===== src/rtl/pin_test_pkg.sv =====
// Shared types and constants for the pin-test harness.
package pin_test_pkg;
    typedef enum logic [2:0] {IDLE, PRIME, RUN, DRAIN, DONE} state_t;

    // Fibonacci taps 16,14,13,11 of a right-shifting register map to bits 0,2,3,5
    localparam logic [15:0] LFSR_TAPS  = 16'h002D;
    localparam logic [15:0] NO_ERR_IDX = 16'hFFFF;
endpackage


===== src/rtl/pin_test_if.sv =====
// Pin-level bundle between the harness and the board-side design under test.
interface pin_test_if #(parameter int ERR_W = 8) ();
    // i_Start is a one-cycle request, taken only in IDLE or DONE; i_Vectors is sampled
    // in that same cycle. The result fields are stable for as long as o_Done is high.
    logic                 i_Start;
    logic [15:0]          i_Vectors;
    logic                 o_Drive1;
    logic                 o_Drive2;
    logic [4:0]           i_Sense;
    logic                 o_Busy;
    logic                 o_Done;
    logic                 o_Pass;
    logic [ERR_W-1:0]     o_ErrCount;
    logic [15:0]          o_FirstErrIdx;
    logic [4:0]           o_FirstErrBits;
    pin_test_pkg::state_t dbg_state;

    modport master (
        input  i_Start, i_Vectors, i_Sense,
        output o_Drive1, o_Drive2, o_Busy, o_Done, o_Pass,
               o_ErrCount, o_FirstErrIdx, o_FirstErrBits, dbg_state
    );

    modport slave (
        output i_Start, i_Vectors, i_Sense,
        input  o_Drive1, o_Drive2, o_Busy, o_Done, o_Pass,
               o_ErrCount, o_FirstErrIdx, o_FirstErrBits, dbg_state
    );
endinterface


===== src/rtl/pin_test_lfsr.sv =====
// 16-bit Fibonacci LFSR with seed reload and advance enables; exposes the two drive bits.
module pin_test_lfsr
    import pin_test_pkg::*;
#(
    parameter logic [15:0] SEED = 16'hACE1
) (
    input  logic       clk,
    input  logic       rst_n,
    input  logic       load,
    input  logic       adv,
    output logic [1:0] pair
);
    logic [15:0] q;

    always_ff @(posedge clk or negedge rst_n) begin
        if (!rst_n) begin
            q <= SEED;
        end else if (load) begin
            q <= SEED;
        end else if (adv) begin
            q <= {^(q & LFSR_TAPS), q[15:1]};
        end
    end

    assign pair = q[1:0];
endmodule


===== src/rtl/pin_test_harness.sv =====
// Drives the pin-test design from an LFSR, compares its returned outputs against a
// delayed model of the expected response, and reports count and first failure.
module pin_test_harness
    import pin_test_pkg::*;
#(
    parameter int          SYNC_STAGES = 1,
    parameter int          ERR_W       = 8,
    parameter logic [15:0] LFSR_SEED   = 16'hACE1
) (
    input logic        i_Clock,
    input logic        i_Reset_n,
    pin_test_if.master bus
);
    localparam int               HD      = SYNC_STAGES + 2;
    localparam int               D2W     = SYNC_STAGES + 1;
    localparam logic [ERR_W-1:0] ERR_MAX = '1;

    state_t           state, state_nx;
    logic             accept;
    logic [1:0]       lfsr_pair;
    logic [1:0]       drive;
    logic [15:0]      remaining;
    logic [15:0]      cmp_idx;
    logic [HD-1:0]    hist_v;
    logic [HD-1:0]    hist_d1;
    logic [D2W-1:0]   hist_d2;
    logic [4:0]       sample;
    logic [4:0]       expect_v;
    logic [4:0]       care;
    logic [4:0]       mask;
    logic             cmp_en;
    logic             pending;
    logic             prev_d1;
    logic             cur_d2;
    logic [ERR_W-1:0] err_cnt;
    logic [15:0]      first_idx;
    logic [4:0]       first_bits;

    pin_test_lfsr #(.SEED(LFSR_SEED)) u_lfsr (
        .clk   (i_Clock),
        .rst_n (i_Reset_n),
        .load  (state == PRIME),
        .adv   (state == RUN),
        .pair  (lfsr_pair)
    );

    // Returned outputs pass through SYNC_STAGES flops; the history below is deepened to match.
    generate
        if (SYNC_STAGES == 0) begin : g_nosync
            assign sample = bus.i_Sense;
        end else begin : g_sync
            logic [4:0] sync_q [SYNC_STAGES];
            always_ff @(posedge i_Clock or negedge i_Reset_n) begin
                if (!i_Reset_n) begin
                    for (int i = 0; i < SYNC_STAGES; i++) sync_q[i] <= '0;
                end else begin
                    sync_q[0] <= bus.i_Sense;
                    for (int i = 1; i < SYNC_STAGES; i++) sync_q[i] <= sync_q[i-1];
                end
            end
            assign sample = sync_q[SYNC_STAGES-1];
        end
    endgenerate

    always_comb begin
        state_nx = state;
        accept   = 1'b0;
        unique case (state)
            IDLE, DONE: begin
                if (bus.i_Start) begin
                    accept   = 1'b1;
                    state_nx = (bus.i_Vectors == 16'd0) ? DONE : PRIME;
                end
            end
            PRIME:   state_nx = RUN;
            RUN:     if (remaining == 16'd1) state_nx = DRAIN;
            DRAIN:   if (!pending) state_nx = DONE;
            default: state_nx = IDLE;
        endcase
    end

    // hist[SYNC_STAGES] is the vector being compared now; the entry after it is its predecessor.
    assign cmp_en   = hist_v[SYNC_STAGES];
    assign pending  = |hist_v[SYNC_STAGES:0];
    assign prev_d1  = hist_d1[SYNC_STAGES+1];
    assign cur_d2   = hist_d2[SYNC_STAGES];
    assign expect_v = {~cur_d2 & ~prev_d1, ~cur_d2, cur_d2, ~prev_d1, prev_d1};
    assign care     = hist_v[SYNC_STAGES+1] ? 5'b11111 : 5'b01100;
    assign mask     = (sample ^ expect_v) & care;

    always_ff @(posedge i_Clock or negedge i_Reset_n) begin
        if (!i_Reset_n) begin
            hist_v  <= '0;
            hist_d1 <= '0;
            hist_d2 <= '0;
        end else if (state == PRIME) begin
            hist_v  <= '0;
            hist_d1 <= '0;
            hist_d2 <= '0;
        end else begin
            hist_v  <= (hist_v << 1) | HD'(state == RUN);
            hist_d1 <= (hist_d1 << 1) | HD'(lfsr_pair[0]);
            hist_d2 <= (hist_d2 << 1) | D2W'(lfsr_pair[1]);
        end
    end

    always_ff @(posedge i_Clock or negedge i_Reset_n) begin
        if (!i_Reset_n) begin
            state      <= IDLE;
            drive      <= '0;
            remaining  <= '0;
            cmp_idx    <= '0;
            err_cnt    <= '0;
            first_idx  <= NO_ERR_IDX;
            first_bits <= '0;
        end else begin
            state <= state_nx;
            if (accept) remaining <= bus.i_Vectors;
            if (accept || state == PRIME) begin
                cmp_idx    <= '0;
                err_cnt    <= '0;
                first_idx  <= NO_ERR_IDX;
                first_bits <= '0;
            end else if (cmp_en) begin
                cmp_idx <= cmp_idx + 16'd1;
                if (mask != 5'd0) begin
                    if (err_cnt != ERR_MAX) err_cnt <= err_cnt + ERR_W'(1);
                    if (err_cnt == '0) begin
                        first_idx  <= cmp_idx;
                        first_bits <= mask;
                    end
                end
            end
            if (state == RUN) begin
                drive     <= lfsr_pair;
                remaining <= remaining - 16'd1;
            end
        end
    end

    assign bus.o_Drive1       = drive[0];
    assign bus.o_Drive2       = drive[1];
    assign bus.o_Busy         = (state == PRIME) || (state == RUN) || (state == DRAIN);
    assign bus.o_Done         = (state == DONE);
    assign bus.o_Pass         = (state == DONE) && (err_cnt == '0);
    assign bus.o_ErrCount     = err_cnt;
    assign bus.o_FirstErrIdx  = first_idx;
    assign bus.o_FirstErrBits = first_bits;
    assign bus.dbg_state      = state;
endmodule


===== src/flat_wrapper.sv =====
// flat-port wrapper written by rule: the top's interface ports become plain ports
module pin_test_harness_flat import pin_test_pkg::*;
#(
    parameter int          SYNC_STAGES = 1,
    parameter int          ERR_W       = 8,
    parameter logic [15:0] LFSR_SEED   = 16'hACE1
)
  (i_Clock, i_Reset_n, bus_i_Start, bus_i_Vectors, bus_i_Sense, bus_o_Drive1, bus_o_Drive2, bus_o_Busy, bus_o_Done, bus_o_Pass, bus_o_ErrCount, bus_o_FirstErrIdx, bus_o_FirstErrBits, bus_dbg_state);
  pin_test_if #(.ERR_W(ERR_W)) bus_i ();
  input logic i_Clock;
  input logic i_Reset_n;
  input wire logic [$bits(bus_i.i_Start)-1:0] bus_i_Start;
  input wire logic [$bits(bus_i.i_Vectors)-1:0] bus_i_Vectors;
  input wire logic [$bits(bus_i.i_Sense)-1:0] bus_i_Sense;
  output wire logic [$bits(bus_i.o_Drive1)-1:0] bus_o_Drive1;
  output wire logic [$bits(bus_i.o_Drive2)-1:0] bus_o_Drive2;
  output wire logic [$bits(bus_i.o_Busy)-1:0] bus_o_Busy;
  output wire logic [$bits(bus_i.o_Done)-1:0] bus_o_Done;
  output wire logic [$bits(bus_i.o_Pass)-1:0] bus_o_Pass;
  output wire logic [$bits(bus_i.o_ErrCount)-1:0] bus_o_ErrCount;
  output wire logic [$bits(bus_i.o_FirstErrIdx)-1:0] bus_o_FirstErrIdx;
  output wire logic [$bits(bus_i.o_FirstErrBits)-1:0] bus_o_FirstErrBits;
  output wire logic [$bits(bus_i.dbg_state)-1:0] bus_dbg_state;
  assign bus_i.i_Start = bus_i_Start;
  assign bus_i.i_Vectors = bus_i_Vectors;
  assign bus_i.i_Sense = bus_i_Sense;
  assign bus_o_Drive1 = bus_i.o_Drive1;
  assign bus_o_Drive2 = bus_i.o_Drive2;
  assign bus_o_Busy = bus_i.o_Busy;
  assign bus_o_Done = bus_i.o_Done;
  assign bus_o_Pass = bus_i.o_Pass;
  assign bus_o_ErrCount = bus_i.o_ErrCount;
  assign bus_o_FirstErrIdx = bus_i.o_FirstErrIdx;
  assign bus_o_FirstErrBits = bus_i.o_FirstErrBits;
  assign bus_dbg_state = bus_i.dbg_state;
  pin_test_harness #(.SYNC_STAGES(SYNC_STAGES), .ERR_W(ERR_W), .LFSR_SEED(LFSR_SEED)) u_core (.i_Clock(i_Clock), .i_Reset_n(i_Reset_n), .bus(bus_i));
endmodule

===== config.mk =====
export PLATFORM = sky130hd
export DESIGN_NAME = pin_test_harness_flat
export DESIGN_NICKNAME = d
export VERILOG_FILES = /design/src/rtl/pin_test_pkg.sv /design/src/rtl/pin_test_if.sv /design/src/rtl/pin_test_lfsr.sv /design/src/rtl/pin_test_harness.sv /design/src/flat_wrapper.sv
export SDC_FILE = /design/constraint.sdc
export NUM_CORES = 1
export LEC_CHECK = 0
export CORE_MARGIN = 5
export CORE_UTILIZATION = 51
export DETAILED_ROUTE_END_ITERATION = 8
export DONT_BUFFER_PORTS = 1
export HOLD_SLACK_MARGIN = 0.1
export PLACE_DENSITY = 0.76
export RECOVER_POWER = 25
export REMOVE_ABC_BUFFERS = 1
export SYNTH_ARGS = -nofsm -noshare
export SYNTH_HDL_FRONTEND = slang
export SYNTH_SLANG_ARGS = --single-unit

===== constraint.sdc =====
create_clock -name i_Clock -period 2.4 [get_ports i_Clock]
set_clock_uncertainty 0.2 [all_clocks]
set_input_delay 0.48 -clock i_Clock [delete_from_list [all_inputs] [get_ports i_Clock]]
set_output_delay 0.48 -clock i_Clock [all_outputs]
set_load 0.02 [all_outputs]

# Yosys cells after proc, flatten, opt, wreduce, memory -nomap -nowiden
# Index checks and enable logic that the tools add are counted.
# totals
reg_bits	95
latchBits	0
ramBits	0
romBits	0
input_bits	24
out_inout_bits	37
memories	0
# op_classes
addsub	3
n_mul	0
div	0
magnitude_cmp	0
eq_ne	9
n_shift	0
muxes	29
bitwise	8
n_reduce_logical	20
# op_table
cell	count
2-to-1 mux 16 bit	10
2-to-1 mux 8 bit	4
2-to-1 mux 5 bit	5
2-to-1 mux 3 bit	6
adder 16 x 1 -> 16 bit, second input constant	1
== test 16 x 1 -> 1 bit, second input constant	1
zero test 16 bit	1
XOR reduction 16 bit	1
subtractor 16 x 1 -> 16 bit, second input constant	1
one-hot mux 3 bit (4 select lines)	1
nonzero test 2 bit	6
AND reduction 3 bit	3
adder 8 x 1 -> 8 bit, second input constant	1
zero test 8 bit	1
!= test 8 bit, second input constant	1
== test 3 x 2 -> 1 bit, second input constant	2
bitwise OR 3 x 1 -> 3 bit	2
AND 5 bit	1
nonzero test 5 bit	1
bitwise XOR 5 bit	1
!= test 2 bit, second input constant	2
OR reduction 2 bit	2
== test 3 x 1 -> 1 bit, second input constant	1
== test 3 bit, second input constant	1
other kinds (9)	13

# Longest topological paths before layout
# depth
word_depth	8
depth_mapped	8
ltp_nobuf	7

# Modules after synthesis
# From an unflattened synthesis, not the netlist that was laid out.
# unflattened
hier_cells	416
area_unflattened_um2	4463.0
# by_module_without_submodules
mod	n_inst	cells_per_inst	area_each_um2
pin_test_harness	1	359	3758.6
pin_test_lfsr	1	57	704.4

# Worst setup path after synthesis
# No wires, ideal clock.
# synth_timing
path_kind	reg2reg
start	register u_core.err_cnt[0] (netlist: u_core.bus.o_ErrCount[0])
end	register u_core.first_idx[0] (netlist: u_core.bus.o_FirstErrIdx[0])
t_arrival_ns	1.965
required_ns	2.110
path_slack_ns	0.144
stages_incl_launch_ff	9
synth_period_minus_slack_ns	2.256
cell_sequence	dfrtp_1 > inv_1 > ha_1 > or4b_1 > nand4bb_4 > a21oi_4 > buf_6 > mux2i_1 > nand2_1
# synth_via
elab_chain_len	3
# synth_rtl
element	line	text
start: declaration	pin_test_harness.sv:35	logic [ERR_W-1:0] err_cnt;
start signal: assignment	pin_test_harness.sv:127	if (err_cnt != ERR_MAX) err_cnt <= err_cnt + ERR_W'(1);
zero test 8 bit	pin_test_harness.sv:128	if (err_cnt == '0) begin
nonzero test 2 bit (no source line)	--	
AND reduction 3 bit (no source line)	--	
end signal: assignment	pin_test_harness.sv:129	first_idx <= cmp_idx;
end: declaration	pin_test_harness.sv:36	logic [15:0] first_idx;
# Every way passes these cells.
# A chain may end at the register's enable or synchronous reset.

# Final worst setup path
# layout_timing
start	register u_core.err_cnt[1] (netlist: u_core.bus.o_ErrCount[1])
end	output port bus_o_Pass
# layout_via
elab_chain_len	2
# layout_rtl
element	line	text
zero test 8 bit	pin_test_harness.sv:145	assign bus.o_Pass = (state == DONE) && (err_cnt == '0);
logical AND 1 bit	pin_test_harness.sv:145	
end: declaration	flat_wrapper.sv:19	output wire logic [$bits(bus_i.o_Pass)-1:0] bus_o_Pass;
# Every way passes these cells.

==> summary.md <==
| Metric | Value |
|---|---|
| Synth Warn # | `0` |
| Share of layout cells above drive strength 1 | `0.193` |
| DRT Wirelength | `9730 um` |
| Worst Path Max Fanout | `2` |
| VDD IR max | `0.757 mV` |
| Core Area | `0.00864 mm^2` |
| Final core occ | `0.598` |
| Register area | `0.00241 mm^2` |
| CP Cell Sequence | `inv_2 -> ha_1 -> or4b_4 -> nor2_2 -> and3_4` |
| Critical path class | `register to output pin` |
| CTS tree | `done` |
| Gate power share | `0.382` |
| Post-place instance area | `0.00470 mm^2` |
| CP Capture Type | `output pin` |
| Final setup fails | `1` |
| Most used DFF post-synth | `dfrtp_1` |
| Final hold vios | `95` |
| Clock Power Share | `0.192` |
| CTS H-tree lvls | `3` |
| Post-CTS setup buffers | `0` |
| Switch share | `0.390` |
| P_leak | `2.21 nW` |
| Via count | `3314` |
| Gr usage total | `0.185` |
| P_int | `4.31 mW` |
| TritonCTS Sinks | `95` |
| DIE WIDTH | `104 um` |
| Max-slew violations | `0` |
| Max Clk Rate | `0.415 GHz` |
| Commonest non-fill, non-tap cell in the layout | `dfrtp_1` |
| Crit start category | `register` |
| Clock-pin slew on the worst setup and hold paths | `90 ps` |
| RSZ-0062 raised after global routing | `true` |
| Violated checks | `hold timing, setup timing` |
| Max transition margin | `0.643` |
| Multi-input logic area | `0.00196 mm^2` |
| Initial DRC Count | `146` |
| Global route overflow | `0` |
| Fin crit period | `2410 ps` |
| Hold Path Class | `primary input to asynchronous set/reset pin` |
| Residual DRC | `0` |
| Slowest-stage cell, CP | `or4b_4` |
| Fin area | `0.00516 mm^2` |
| Ys async rst share | `1.00` |
| Final setup margin | `-11.3 ps` |
| DRT Pass-1 Iters | `4` |
| Hpwl dp | `6650 um` |
| MaxCap Viol Count | `0` |
| Mapped Cells | `426` |
| Initial antenna violation count | `0` |
| Most frequent cells in the layout | `dfrtp_1 (71), nand2_1 (63), nor2_1 (38)` |
| Starting Density | `0.520` |
| Vias per Instance | `5.81` |
| Synth unique cells | `61` |
| Syn_area_per_cell | `10.5 um^2` |
| Antenna diodes | `0` |
| Pre-CTS WS | `141 ps` |
| Final #Nets | `486` |
| Gpl congestion | `0.800` |
| Antenna Violating Nets Remaining | `0` |
| Port bufs | `0` |
| Power per cell area | `1370 mW/mm^2` |
| Maximum clock insertion buffer count | `2` |
| Sw power | `2.76 mW` |
| CTS Hold Bufs | `18` |
| TritonCTS Buffers | `9` |
| Site row count | `34` |
| Vias in the first global route | `3274` |
| CP peak stage delay | `460 ps` |
| Die Area | `0.0108 mm^2` |
| Slew @ Worst Pin | `536 ps` |
| Yosys reg bits | `95` |
| Worst hold slack | `-390 ps` |
| CP arrival | `1730 ps` |
| Synthesized cell area | `0.00449 mm^2` |
| First-pass GRT wire length | `16400 um` |
| Fill cells | `706` |
| Final period util | `1.00` |
| Post-synth EDFFs | `0` |
| Die H | `104 um` |
| Seq/Total Area, Yosys | `0.536` |
| Root buf cell | `clkbuf_8` |
| Wire per inst | `17.1 um` |
| Run status | `complete, but fails checks` |
| Largest net degree at the start of global routing | `96` |
| Critical Path RT | `1720 ps` |
| Flop pwr share | `0.426` |
| Area Growth Syn to Fin | `14.9%` |
| Clock Latency Late Sink | `360 ps` |
| IO Count | `61` |
[flip-flops by register name (all words and copies together) (netlist names)]
name and count:
u_core.bus.dbg_state 3, u_core.bus.o_ErrCount 8, u_core.bus.o_FirstErrBits 5, u_core.bus.o_FirstErrIdx 16
u_core.cmp_idx 16, u_core.drive 2, u_core.g_sync.sync_q 5, u_core.hist_d1 3
u_core.hist_d2 2, u_core.hist_v 3, u_core.remaining 16, u_core.u_lfsr.q 16
[Yosys cell counts (all sizes together), types with 10 or more instances]
library cell   n  area (um^2)
dfrtp         71         1780
nand2         63          236
nor2          40          150
dfstp         24          631
mux2i         18          180
a21oi         14         81.3
nand3         14         80.1
buf           12         78.8
xor2          12          105
and2          11         68.8
nand4         11         68.8
xnor2         10         87.6
[power by group through the flow]
stage / Combinational (mW) / Sequential (mW) / Clock (mW)
4_1_cts: 2.71 / 3.01 / 1.39
3_3_place_gp: 2.55 / 3.01 / 0
3_5_place_dp: 2.66 / 3.03 / 0
5_1_grt: 3.05 / 3.10 / 1.46
2_1_floorplan: 1.82 / 3.01 / 0
6_report: 2.70 / 3.01 / 1.36
[stage by stage]
step                      hold slack, ps  power, mW  std cells  TNS, ps
after global placement             -11.1       5.56        536        0
after detailed placement           -11.4       5.69        536        0
final                               -390       7.07        570    -11.3
after floorplan                    -15.6       4.83        406    -2950
after global routing                -414       7.61        570    -87.9
after CTS                           -407       7.12        570    -31.6
[worst max-delay path, delay by kind of cell (launching register included)]
family	cells	cell delay [ps]
adder cells (fa/ha/maj)	1	130
buffers and inverters	1	70
flip-flops	1	400
AND/OR/NAND/NOR	3	780
[worst paths after layout]
check | start | endpoint | slack [ps] | cells past startpoint
min reg2reg | u_core.hist_d1[0] | u_core.hist_d1[1] | 260 | 1
min in group i_Clock | bus_i_Vectors[0] | u_core.remaining[0] | 110 | 2
max | u_core.bus.o_ErrCount[1] | bus_o_Pass | -10 | 5
max in group asynchronous | i_Reset_n | u_core.u_lfsr.q[13] | 2140 | 0
min | i_Reset_n | u_core.cmp_idx[2] | -390 | 0
max reg2reg | u_core.bus.o_ErrCount[1] | u_core.bus.o_FirstErrIdx[7] | 170 | 8
[kinds of logic after synthesis]
| kind of cell | after synthesis | synth area share |
|---|---|---|
| simple gates | 186 | 0.210 |
| flops | 95 | 0.536 |
| compound gates | 70 | 0.123 |
| buf+inv | 29 | 0.0318 |
| xor+xnor | 22 | 0.0429 |
| mux | 19 | 0.0426 |
| fa+ha+maj | 5 | 0.0139 |
[layout make-up]
| type | count | share of cell area |
|---|---|---|
| clock inverter | 7 | 0.0276 |
| tap | 108 | 0.0262 |
| clock buffer | 9 | 0.0240 |
| multi-input combinational | 302 | 0.380 |
| sequential | 95 | 0.467 |
| timing repair buffer | 40 | 0.0694 |
| inverter | 9 | 0.00655 |
[layer usage]
metal / GRT usage / part of all wire / up-vias / wire, um
met5: 0 / 0 / - / 0
met4: 0.0611 / 0.014 / 0 / 132
met3: 0.0571 / 0.070 / 12 / 684
met2: 0.294 / 0.50 / 84 / 4850
met1: 0.241 / 0.42 / 1643 / 4070
li1: - / - / 1575 / -
[repair_timing]
action | in CTS | in global routing
hold endpoints to repair | 113 | 95
gates cloned | 0 | 0
gates resized for setup | 5 | 2
pin swaps | 0 | 1
setup endpoints to repair | 1 | 2
Power figures use the tool's default switching activity.
